<file path="src/rtl/spi_ram_arbiter_pkg.sv">
// Shared definitions for the SPI/host command-RAM arbiter.
// Holds the RAM command opcodes and the arbiter FSM state encoding.
package spi_ram_arbiter_pkg;

    localparam logic [1:0] CMD_WR_ADDR = 2'b00;
    localparam logic [1:0] CMD_WR_DATA = 2'b01;
    localparam logic [1:0] CMD_RD_ADDR = 2'b10;
    localparam logic [1:0] CMD_RD_DATA = 2'b11;

    typedef enum logic [1:0] {
        ST_IDLE,
        ST_H_ADDR,
        ST_H_DATA,
        ST_H_WAIT
    } state_t;

endpackage

</file>
<file path="src/rtl/spi_ram_arbiter_if.sv">
// Local host request/response port of the command-RAM arbiter.
// The host side drives the request; the arbiter answers with grant and read results.
interface spi_ram_arbiter_if #(parameter int ADDR_SIZE = 8);

    logic                 req;
    logic                 we;
    logic [ADDR_SIZE-1:0] addr;
    logic [ADDR_SIZE-1:0] wdata;
    logic                 gnt;
    logic [ADDR_SIZE-1:0] rdata;
    logic                 rvalid;
    logic                 err;

    modport master (output req, we, addr, wdata, input gnt, rdata, rvalid, err);
    modport slave  (input req, we, addr, wdata, output gnt, rdata, rvalid, err);

endinterface

</file>
<file path="src/rtl/spi_cmd_buffer.sv">
// One-entry holding buffer for SPI command words with a registered drop flag.
// The head bypasses an incoming word so an idle arbiter can issue it the same cycle.
module spi_cmd_buffer #(
    parameter int W = 10
) (
    input  logic         clk,
    input  logic         rst_n,
    input  logic         wr,
    input  logic [W-1:0] wdata,
    input  logic         rd,
    output logic         head_valid,
    output logic [W-1:0] head_data,
    output logic         drop
);

    logic         full_q;
    logic [W-1:0] data_q;
    logic         drop_q;

    assign head_valid = full_q | wr;
    assign head_data  = full_q ? data_q : wdata;
    assign drop       = drop_q;

    always_ff @(posedge clk or negedge rst_n) begin
        if (!rst_n) begin
            full_q <= 1'b0;
            data_q <= '0;
            drop_q <= 1'b0;
        end else begin
            drop_q <= wr & full_q & ~rd;
            if (full_q) begin
                // Draining the stored word makes room for a word arriving in the same cycle
                if (rd) begin
                    full_q <= wr;
                    if (wr) data_q <= wdata;
                end
            end else if (wr && !rd) begin
                full_q <= 1'b1;
                data_q <= wdata;
            end
        end
    end

endmodule

</file>
<file path="src/rtl/spi_ram_arbiter.sv">
// Shares the single-port command RAM between the SPI slave and a local host port.
// SPI always wins; an SPI address command locks the host out until its data command.
module spi_ram_arbiter
    import spi_ram_arbiter_pkg::*;
#(
    parameter int ADDR_SIZE    = 8,
    parameter int RD_TIMEOUT   = 4,
    parameter int LOCK_TIMEOUT = 64
) (
    input  logic                 clk,
    input  logic                 rst_n,
    input  logic [ADDR_SIZE+1:0] spi_rx_data,
    input  logic                 spi_rx_valid,
    output logic [ADDR_SIZE-1:0] spi_tx_data,
    output logic                 spi_tx_valid,
    spi_ram_arbiter_if.slave     host,
    output logic [ADDR_SIZE+1:0] ram_din,
    output logic                 ram_rx_valid,
    input  logic [ADDR_SIZE-1:0] ram_dout,
    input  logic                 ram_tx_valid,
    output logic                 spi_lock,
    output logic                 spi_drop
);

    localparam int RT_W = $clog2(RD_TIMEOUT + 1);
    localparam int LT_W = $clog2(LOCK_TIMEOUT + 1);
    localparam logic [RT_W-1:0] RD_LAST   = RT_W'(RD_TIMEOUT - 1);
    localparam logic [LT_W-1:0] LOCK_LAST = LT_W'(LOCK_TIMEOUT - 1);

    state_t                 state_q, state_d;
    logic                   we_q, we_d;
    logic [ADDR_SIZE-1:0]   addr_q, addr_d;
    logic [ADDR_SIZE-1:0]   wdata_q, wdata_d;
    logic [ADDR_SIZE+1:0]   din_q, din_d;
    logic                   rxv_q, rxv_d;
    logic                   gnt_q, gnt_d;
    logic [ADDR_SIZE-1:0]   rdata_q, rdata_d;
    logic                   rvalid_q, rvalid_d;
    logic                   err_q, err_d;
    logic                   lock_q, lock_d;
    logic [LT_W-1:0]        lock_cnt_q, lock_cnt_d;
    logic [RT_W-1:0]        rd_tmr_q, rd_tmr_d;
    logic                   head_valid, buf_rd, spi_issue;
    logic [ADDR_SIZE+1:0]   head_data;
    logic [1:0]             head_op;

    spi_cmd_buffer #(.W(ADDR_SIZE + 2)) u_buf (
        .clk        (clk),
        .rst_n      (rst_n),
        .wr         (spi_rx_valid),
        .wdata      (spi_rx_data),
        .rd         (buf_rd),
        .head_valid (head_valid),
        .head_data  (head_data),
        .drop       (spi_drop)
    );

    assign head_op = head_data[ADDR_SIZE+1 -: 2];

    always_comb begin
        state_d    = state_q;
        we_d       = we_q;
        addr_d     = addr_q;
        wdata_d    = wdata_q;
        din_d      = din_q;
        rxv_d      = 1'b0;
        gnt_d      = 1'b0;
        rdata_d    = rdata_q;
        rvalid_d   = 1'b0;
        err_d      = 1'b0;
        rd_tmr_d   = rd_tmr_q;
        lock_d     = lock_q;
        lock_cnt_d = lock_cnt_q;
        buf_rd     = 1'b0;
        spi_issue  = 1'b0;

        case (state_q)
            ST_IDLE: begin
                if (head_valid) begin
                    buf_rd    = 1'b1;
                    spi_issue = 1'b1;
                    din_d     = head_data;
                    rxv_d     = 1'b1;
                end else if (host.req && !lock_q) begin
                    gnt_d   = 1'b1;
                    we_d    = host.we;
                    addr_d  = host.addr;
                    wdata_d = host.wdata;
                    state_d = ST_H_ADDR;
                end
            end
            ST_H_ADDR: begin
                din_d   = {(we_q ? CMD_WR_ADDR : CMD_RD_ADDR), addr_q};
                rxv_d   = 1'b1;
                state_d = ST_H_DATA;
            end
            ST_H_DATA: begin
                rxv_d = 1'b1;
                if (we_q) begin
                    din_d   = {CMD_WR_DATA, wdata_q};
                    state_d = ST_IDLE;
                end else begin
                    din_d    = {CMD_RD_DATA, {ADDR_SIZE{1'b0}}};
                    rd_tmr_d = '0;
                    state_d  = ST_H_WAIT;
                end
            end
            ST_H_WAIT: begin
                if (ram_tx_valid) begin
                    rdata_d  = ram_dout;
                    rvalid_d = 1'b1;
                    state_d  = ST_IDLE;
                end else if (rd_tmr_q == RD_LAST) begin
                    rdata_d  = '0;
                    rvalid_d = 1'b1;
                    err_d    = 1'b1;
                    state_d  = ST_IDLE;
                end else begin
                    rd_tmr_d = rd_tmr_q + 1'b1;
                end
            end
            default: state_d = ST_IDLE;
        endcase

        // Lock ages out on its own; a fresh SPI command overrides the ageing
        if (lock_q) begin
            if (lock_cnt_q == LOCK_LAST) begin
                lock_d     = 1'b0;
                lock_cnt_d = '0;
            end else begin
                lock_cnt_d = lock_cnt_q + 1'b1;
            end
        end
        if (spi_issue) begin
            if (head_op == CMD_WR_ADDR || head_op == CMD_RD_ADDR) begin
                lock_d     = 1'b1;
                lock_cnt_d = '0;
            end else begin
                lock_d     = 1'b0;
                lock_cnt_d = '0;
            end
        end
    end

    always_ff @(posedge clk or negedge rst_n) begin
        if (!rst_n) begin
            state_q    <= ST_IDLE;
            we_q       <= 1'b0;
            addr_q     <= '0;
            wdata_q    <= '0;
            din_q      <= '0;
            rxv_q      <= 1'b0;
            gnt_q      <= 1'b0;
            rdata_q    <= '0;
            rvalid_q   <= 1'b0;
            err_q      <= 1'b0;
            rd_tmr_q   <= '0;
            lock_q     <= 1'b0;
            lock_cnt_q <= '0;
        end else begin
            state_q    <= state_d;
            we_q       <= we_d;
            addr_q     <= addr_d;
            wdata_q    <= wdata_d;
            din_q      <= din_d;
            rxv_q      <= rxv_d;
            gnt_q      <= gnt_d;
            rdata_q    <= rdata_d;
            rvalid_q   <= rvalid_d;
            err_q      <= err_d;
            rd_tmr_q   <= rd_tmr_d;
            lock_q     <= lock_d;
            lock_cnt_q <= lock_cnt_d;
        end
    end

    assign ram_din      = din_q;
    assign ram_rx_valid = rxv_q;
    assign host.gnt     = gnt_q;
    assign host.rdata   = rdata_q;
    assign host.rvalid  = rvalid_q;
    assign host.err     = err_q;
    assign spi_lock     = lock_q;
    // Read data returning to the host must not be mistaken for an SPI read
    assign spi_tx_data  = ram_dout;
    assign spi_tx_valid = ram_tx_valid && (state_q != ST_H_WAIT);

endmodule

</file>
<file path="src/flat_wrapper.sv">
// flat-port wrapper written by rule: the top's interface ports become plain ports
module spi_ram_arbiter_flat import spi_ram_arbiter_pkg::*;
#(
    parameter int ADDR_SIZE    = 8,
    parameter int RD_TIMEOUT   = 4,
    parameter int LOCK_TIMEOUT = 64
)
  (clk, rst_n, spi_rx_data, spi_rx_valid, spi_tx_data, spi_tx_valid, ram_din, ram_rx_valid, ram_dout, ram_tx_valid, spi_lock, spi_drop, host_req, host_we, host_addr, host_wdata, host_gnt, host_rdata, host_rvalid, host_err);
  spi_ram_arbiter_if #(.ADDR_SIZE(ADDR_SIZE)) host_i ();
  input  logic clk;
  input  logic rst_n;
  input  logic [ADDR_SIZE+1:0] spi_rx_data;
  input  logic spi_rx_valid;
  output logic [ADDR_SIZE-1:0] spi_tx_data;
  output logic spi_tx_valid;
  output logic [ADDR_SIZE+1:0] ram_din;
  output logic ram_rx_valid;
  input  logic [ADDR_SIZE-1:0] ram_dout;
  input  logic ram_tx_valid;
  output logic spi_lock;
  output logic spi_drop;
  input wire logic [$bits(host_i.req)-1:0] host_req;
  input wire logic [$bits(host_i.we)-1:0] host_we;
  input wire logic [$bits(host_i.addr)-1:0] host_addr;
  input wire logic [$bits(host_i.wdata)-1:0] host_wdata;
  output wire logic [$bits(host_i.gnt)-1:0] host_gnt;
  output wire logic [$bits(host_i.rdata)-1:0] host_rdata;
  output wire logic [$bits(host_i.rvalid)-1:0] host_rvalid;
  output wire logic [$bits(host_i.err)-1:0] host_err;
  assign host_i.req = host_req;
  assign host_i.we = host_we;
  assign host_i.addr = host_addr;
  assign host_i.wdata = host_wdata;
  assign host_gnt = host_i.gnt;
  assign host_rdata = host_i.rdata;
  assign host_rvalid = host_i.rvalid;
  assign host_err = host_i.err;
  spi_ram_arbiter #(.ADDR_SIZE(ADDR_SIZE), .RD_TIMEOUT(RD_TIMEOUT), .LOCK_TIMEOUT(LOCK_TIMEOUT)) u_core (.clk(clk), .rst_n(rst_n), .spi_rx_data(spi_rx_data), .spi_rx_valid(spi_rx_valid), .spi_tx_data(spi_tx_data), .spi_tx_valid(spi_tx_valid), .host(host_i), .ram_din(ram_din), .ram_rx_valid(ram_rx_valid), .ram_dout(ram_dout), .ram_tx_valid(ram_tx_valid), .spi_lock(spi_lock), .spi_drop(spi_drop));
endmodule
</file>
<file path="config.mk">
export PLATFORM = sky130hd
export DESIGN_NAME = spi_ram_arbiter_flat
export DESIGN_NICKNAME = d
export VERILOG_FILES = /design/src/rtl/spi_ram_arbiter_pkg.sv /design/src/rtl/spi_ram_arbiter_if.sv /design/src/rtl/spi_cmd_buffer.sv /design/src/rtl/spi_ram_arbiter.sv /design/src/flat_wrapper.sv
export SDC_FILE = /design/constraint.sdc
export NUM_CORES = 1
export LEC_CHECK = 0
export BUFFER_PORTS_ARGS = -buffer_cell sky130_fd_sc_hd__buf_2
export CAP_MARGIN = 10
export CORE_AREA = 5 5 82 84
export DETAILED_ROUTE_END_ITERATION = 12
export DIE_AREA = 0 0 87 89
export MAX_ROUTING_LAYER = met4
export PLACE_DENSITY = 0.79
export REMOVE_ABC_BUFFERS = 1
export SYNTH_ARGS = -nofsm -noshare
export SYNTH_HDL_FRONTEND = slang
export SYNTH_SLANG_ARGS = --single-unit
</file>
<file path="constraint.sdc">
create_clock -name clk -period 2.73 [get_ports clk]
set_input_delay 0 -clock clk [delete_from_list [all_inputs] [get_ports clk]]
set_output_delay 0 -clock clk [all_outputs]
set_load 0.005 [all_outputs]
</file>
### After elaboration in Yosys (flattened, before gate mapping)

Cells that the tools add are included.

| operators by class | value |
|---|---|
| bitwise gates (word level) | 5 |
| mux-type cells | 42 |
| equal/unequal tests | 16 |
| add/sub/neg operators | 2 |
| reduce and logical (&&, ||, !) cells | 20 |

Operators by type and width:

| cell | number |
|---|---|
| $mux W10 | 7 |
| $pmux W10 S3 | 1 |
| $mux W7 | 3 |
| $mux W1 | 17 |
| $mux W8 | 2 |
| $ne A2 B2 Y1 const B | 7 |
| $mux W2 | 6 |
| $mux W3 | 3 |
| $reduce_and A3 Y1 | 3 |
| $pmux W2 S4 | 1 |
| $reduce_bool A2 Y1 | 4 |
| $add A7 B1 Y7 const B | 1 |
| $eq A7 B6 Y1 const B | 1 |
| $eq A2 B2 Y1 const B | 3 |
| $pmux W3 S2 | 1 |
| $logic_not A2 Y1 | 2 |
| $ne A2 B1 Y1 const B | 2 |
| $reduce_and A2 Y1 | 2 |
| $reduce_and A4 Y1 | 1 |
| $add A3 B1 Y3 const B | 1 |
| $eq A3 B2 Y1 const B | 1 |
| $logic_and A1 B1 Y1 | 3 |
| $ne A3 B2 Y1 const B | 1 |
| $reduce_bool A3 Y1 | 1 |
| 8 further kinds | 11 |

| word-level totals | value |
|---|---|
| logic and storage cells | 101 |
| bits of input ports | 40 |
| flip-flop bits (word level) | 64 |
| output and inout port bits | 33 |

### Depth between registers and ports, before layout

| depth | value |
|---|---|
| depth after elaboration | 7 |
| depth in mapped cells | 7 |

### Cells and area by module

From an unflattened synthesis, not the netlist that was laid out.

| second synthesis, totals | value |
|---|---|
| cells, all modules | 254 |
| area total of the unflattened synthesis | 3,115.5 µm² |

Modules (own cells, without submodules):

| module | area each (µm²) | seq. area each (µm²) | cells each | times used |
|---|---|---|---|---|
| spi_ram_arbiter | 2,471.1 | 1,301.2 | 214 | 1 |
| spi_cmd_buffer | 644.4 | 300.3 | 40 | 1 |

### Worst setup path after synthesis

OpenSTA, ideal clock, no wires.

| path | value |
|---|---|
| path type | register to register |
| from | register u_core.rd_tmr_q[0] |
| to | register u_core.rd_tmr_q[2] |
| period minus slack after synthesis | 1.699 ns |
| arrival | 1.616 ns |
| stages on the path, launching flop included | 7 |
| path slack | 1.031 ns |
| data required time | 2.647 ns |
| path buffers | 1 |
| setup time | 0.083 ns |
| path through | dfrtp_1 > ha_1 > ha_1 > buf_2 > or4b_1 > o31a_1 > o21ai_0 |

| on the way | value |
|---|---|
| word-level cells in the longest chain between the ends | 4 |
| elaborated cells between the ends (all ways) | 7 |

RTL lines:

| item | line | source |
|---|---|---|
| from (decl) | spi_ram_arbiter.sv:42 | `logic [RT_W-1:0] rd_tmr_q, rd_tmr_d;` |
| from (signal assigned) | spi_ram_arbiter.sv:171 | `rd_tmr_q <= rd_tmr_d;` |
| $add A3 B1 Y3 | spi_ram_arbiter.sv:119 | `rd_tmr_d = rd_tmr_q + 1'b1;` |
| $mux W3 | spi_ram_arbiter.sv:113 | `end else if (rd_tmr_q == RD_LAST) begin` |
| $mux W3 | spi_ram_arbiter.sv:109 | `if (ram_tx_valid) begin` |
| $pmux W3 S2 | spi_ram_arbiter.sv:77 | `case (state_q)` |

Several ways; a longest one is shown, not always the timed one. The select of a mux whose other input is x is not followed.
A chain may end at the register's enable or synchronous reset.

### Worst setup path in the final report

| path | value |
|---|---|
| from | register u_core.state_q[0] |
| to | register u_core.u_buf.data_q[2] |

| on the way | value |
|---|---|
| word-level cells in the longest chain between the ends | 6 |
| elaborated cells between the ends (all ways) | 7 |

RTL lines:

| item | line | source |
|---|---|---|
| from (decl) | spi_ram_arbiter.sv:30 | `state_t state_q, state_d;` |
| from (signal assigned) | spi_ram_arbiter.sv:161 | `state_q <= state_d;` |
| $logic_not A2 Y1 * | spi_ram_arbiter.sv:77 |  |
| $mux W1 * | spi_ram_arbiter.sv:77 |  |
| $logic_not A1 Y1 | spi_cmd_buffer.sv:37 | `end else if (wr && !rd) begin` |
| $logic_and A1 B1 Y1 | spi_cmd_buffer.sv:37 |  |
| $reduce_bool A2 Y1 (no source line) | -- |  |
| $reduce_and A3 Y1 (no source line) * | -- |  |
| to (signal assigned) | spi_cmd_buffer.sv:35 | `if (wr) data_q <= wdata;` |
| to (signal assigned) | spi_cmd_buffer.sv:39 | `data_q <= wdata;` |
| to (decl) | spi_cmd_buffer.sv:17 | `logic [W-1:0] data_q;` |

Mark *: on every way between the ends. The rest lies on a longest branch, timed or not.

==> impl_results.md <==
* Status: complete, no violations
* Busiest grt layer: met2
* Fmax at 524 MHz
* Slowest cell on the critical path: dfrtp_1
* Worst setup path class: reg2reg
* Post-synthesis sequential area ratio at 51.2%
* Area contributors post-synth: dfrtp_1 (51%), mux2_2 (10%), mux2i_1 (6.4%)
* Hold Buf Count CTS at 38
* R2r setup slk at just over 800 ps
* IO buf count at 72
* Switching Fraction at 34.0%
* Initial DRC count at 87
* P_leak at 2.05 nW
* IR Drop Worst-Case VDD at a little under 0.6 mV
* Avg Inst Size Synth at 12.7 um2
* Synthesized instance count at 246
* Most instantiated cells after synthesis: dfrtp_1 (64), mux2_2 (28), mux2i_1 (20)
* Vias per std cell at 5.40
* WL final at just under 7000 um
* Cts bufs inserted at 9
* Max_cap viols at 0
* Critical path's top delay family: simple AND/OR/NAND/NOR gates
* Synth async-reset ratio at 100%
* Met3 Use GR at 3.96%
* First-pass GRT wire length at roughly 11000 um
* Vias in the first global route at 2318
* Die W at 87 um
* Clock Sinks at between 60 and 70
* Final hold vios at 0
* Fraction of layout instances using a drive strength above 1 at between 30% and 40%
* CTS root buf: clkbuf_8
* Detail Route Antenna Nets at 0
* Switching power at 1.44 mW
* GP Congestion at 0.740
* HPWL after detailed placement at 4370 um
* Worst-skew pair later-pin latency at 340 ps
* Period utilization at 69.9%
* GR Overflow Total at 0
* Top_reg_cell synth: dfrtp_1
* CP Data Arrival Time at 2130 ps
* Worst-case clock buffer depth at 2
* Worst slew pin tran at 845 ps
* Number of synthesized flops with an enable pin at 0
* Initial Util at 53.4%
* Power Internal at 2.79 mW
* Post-cts sizing count at 0
* Power per cell area at between 1000 and 1500 nW/um2
* Reg clk slew, reported paths at 70 ps
* Via count at approximately 2300
* Reg2reg path depth at 5
* Worst hold path stage count at 4
* Area leader, netlist: dfrtp_1
* WL/cell at 15.8 um
* Largest net degree at the start of global routing at 40
* CP endpoint kind: register
* Worst Hold Class: in2reg
* CTS tree: built
* RSZ-0062 raised after global routing: false
* Clk pwr share at 21.2%
* Setup Skew at between 6 and 7 ps
* Crit-path max FO at 10
* Hold-critical path endpoint: u_core.state_q[1]
* Clock H-tree levels at 3
* Sequential fraction of design power at 38.7%
* Startpoint types: register
* Synth warn at 0
* Initial antenna violation count at 0
* Hold_sp: host_req
* Final setup fails at 0
* #FFs+latches synth at 64
* Mapped Area at between 3000 and 4000 um2
* Reg2reg start: u_core.state_q[0]
* Final Util at 69.5%
* Count leader, synth: dfrtp_1
* Fin nets at 396
* Reg2reg end: u_core.u_buf.data_q[2]
* Die area at 7740 um2
* Area grow syn2layout at 30.1%
* Core area at 5850 um2
* Total Neg Setup Slack at 0 ps
* Pins Over Slew Limit at 0
* Combinational share of power at 40.1%
* CP Cell Sequence: inv_1, ha_1, nand2b_1, nand3_2, mux2_2
* Setup Buffers After CTS at 0
* Critical Path RT at a little under 3000 ps
* Min cycle time layout at 1910 ps
* Critical Path Max Stage Delay at 400 ps
* FP Rows at 28
* Met1 Use GR at 24.4%
* Netlist cell types at 48
* Chip height at 89 um
* M2 GR Usage at 30.6%
* Ports at 73
* ANT cells at 0
* Relative slew slack at a little over two fifths
* Top-area cell type share of the netlist area at 51.2%
* Pre-antenna DRT Iters at 4
* # DRC at 0
* Global-route usage over all layers at roughly 20%
* CP bufs+invs at 1
state kept, by name, summed over array words and instances (netlist names):
| register | flops |
|---|---|
| u_core.state_q | 2 |
| u_core.rd_tmr_q | 3 |
| u_core.we_q | 1 |
| u_core.u_buf.drop | 1 |
| u_core.spi_lock | 1 |
| u_core.host.err | 1 |
| u_core.host.rvalid | 1 |
| u_core.lock_cnt_q | 7 |
| u_core.host.gnt | 1 |
| u_core.u_buf.full_q | 1 |
| u_core.host.rdata | 8 |
| u_core.u_buf.data_q | 10 |
| u_core.ram_rx_valid | 1 |
| u_core.wdata_q | 8 |
| u_core.ram_din | 10 |
| u_core.addr_q | 8 |
power groups by stage:
stage | Combinational, mW | Clock [mW] | Sequential (mW)
2_1_floorplan | 1.19 | 0 | 1.60
3_3_place_gp | 1.61 | 0 | 1.63
3_5_place_dp | 1.66 | 0 | 1.65
4_1_cts | 1.71 | 0.908 | 1.63
5_1_grt | 1.88 | 0.953 | 1.70
6_report | 1.69 | 0.895 | 1.64
through the flow:
stage / hold slack, ps / setup WS, ps / cells / power [mW] / area, um2
6_report: 163 / 822 / 428 / 4.23 / 4070
5_1_grt: 179 / 692 / 428 / 4.53 / 4070
4_1_cts: 144 / 836 / 428 / 4.25 / 4070
3_5_place_dp: 153 / 834 / 374 / 3.30 / 3470
3_3_place_gp: 144 / 920 / 374 / 3.24 / 3470
2_1_floorplan: -296 / 1070 / 225 / 2.79 / 3000
layer usage:
layer  vias up  share of wire [%]
li1       1102                  -
met1      1125                 44
met2        74                 48
met3        12                5.7
met4         0                1.9
met5         -                  0
worst max-delay path by stage:
| stage | startpoint | end | slack [ps] | depth (start not counted) |
|---|---|---|---|---|
| 2_1_floorplan | u_core.state_q[0] | u_core.u_buf.data_q[0] | 1070 | 5 |
| 3_3_place_gp | u_core.u_buf.full_q | u_core.addr_q[5] | 920 | 3 |
| 3_5_place_dp | u_core.state_q[0] | u_core.u_buf.data_q[9] | 830 | 5 |
| 4_1_cts | u_core.state_q[0] | u_core.u_buf.data_q[9] | 840 | 5 |
| 5_1_grt | u_core.state_q[1] | u_core.state_q[1] | 690 | 5 |
| 6_report | u_core.state_q[0] | u_core.u_buf.data_q[2] | 820 | 5 |
worst min-delay path: cells and delay by family:
family / cells / cell delay (ps)
AO/OA/AOI/OAI: 2 / 250
AND/OR/NAND/NOR: 1 / 90
buffers and inverters: 1 / 130
cells in the final DEF, fill, tap and decap left out, drive strengths merged, types with 2 or more instances in the layout:
master,count
a22o,8
o21a,2
a32oi,8
nand2b,5
nand3,5
bufinv,2
clkinv,3
inv,7
clkbuf,10
o21ai,11
a21oi,2
nor3b,2
dfrtp,64
a311oi,2
nor2b,2
ha,8
nand4,2
mux2i,20
nand2,7
mux2,37
buf,74
dlygate4sd3,38
xor2,2
and2,2
nor2,11
cell type report:
type / instances / area, um2
inverters: 7 / 26.3
well taps: 75 / 93.8
fillers: 419 / 1780
flip-flops and latches: 64 / 1600
clock buffers: 10 / 138
multi-input cells: 154 / 1370
clock inverters: 6 / 82.6
repair buffers: 112 / 756
logic make-up (layout without fill, tap and decap cells):
family                   count (synthesis)  in the layout  share of synthesized area (%)
flip-flops                              64             64                           51.2
multiplexers                            57             57                           20.8
AO/OA/AOI/OAI                           45             45                           11.3
AND/OR/NAND/NOR                         42             42                           8.00
buffers and inverters                   28            135                           4.92
adder cells (fa/ha/maj)                  8              8                           3.20
XOR/XNOR                                 2              2                          0.560
Power figures use the tool's default switching activity.
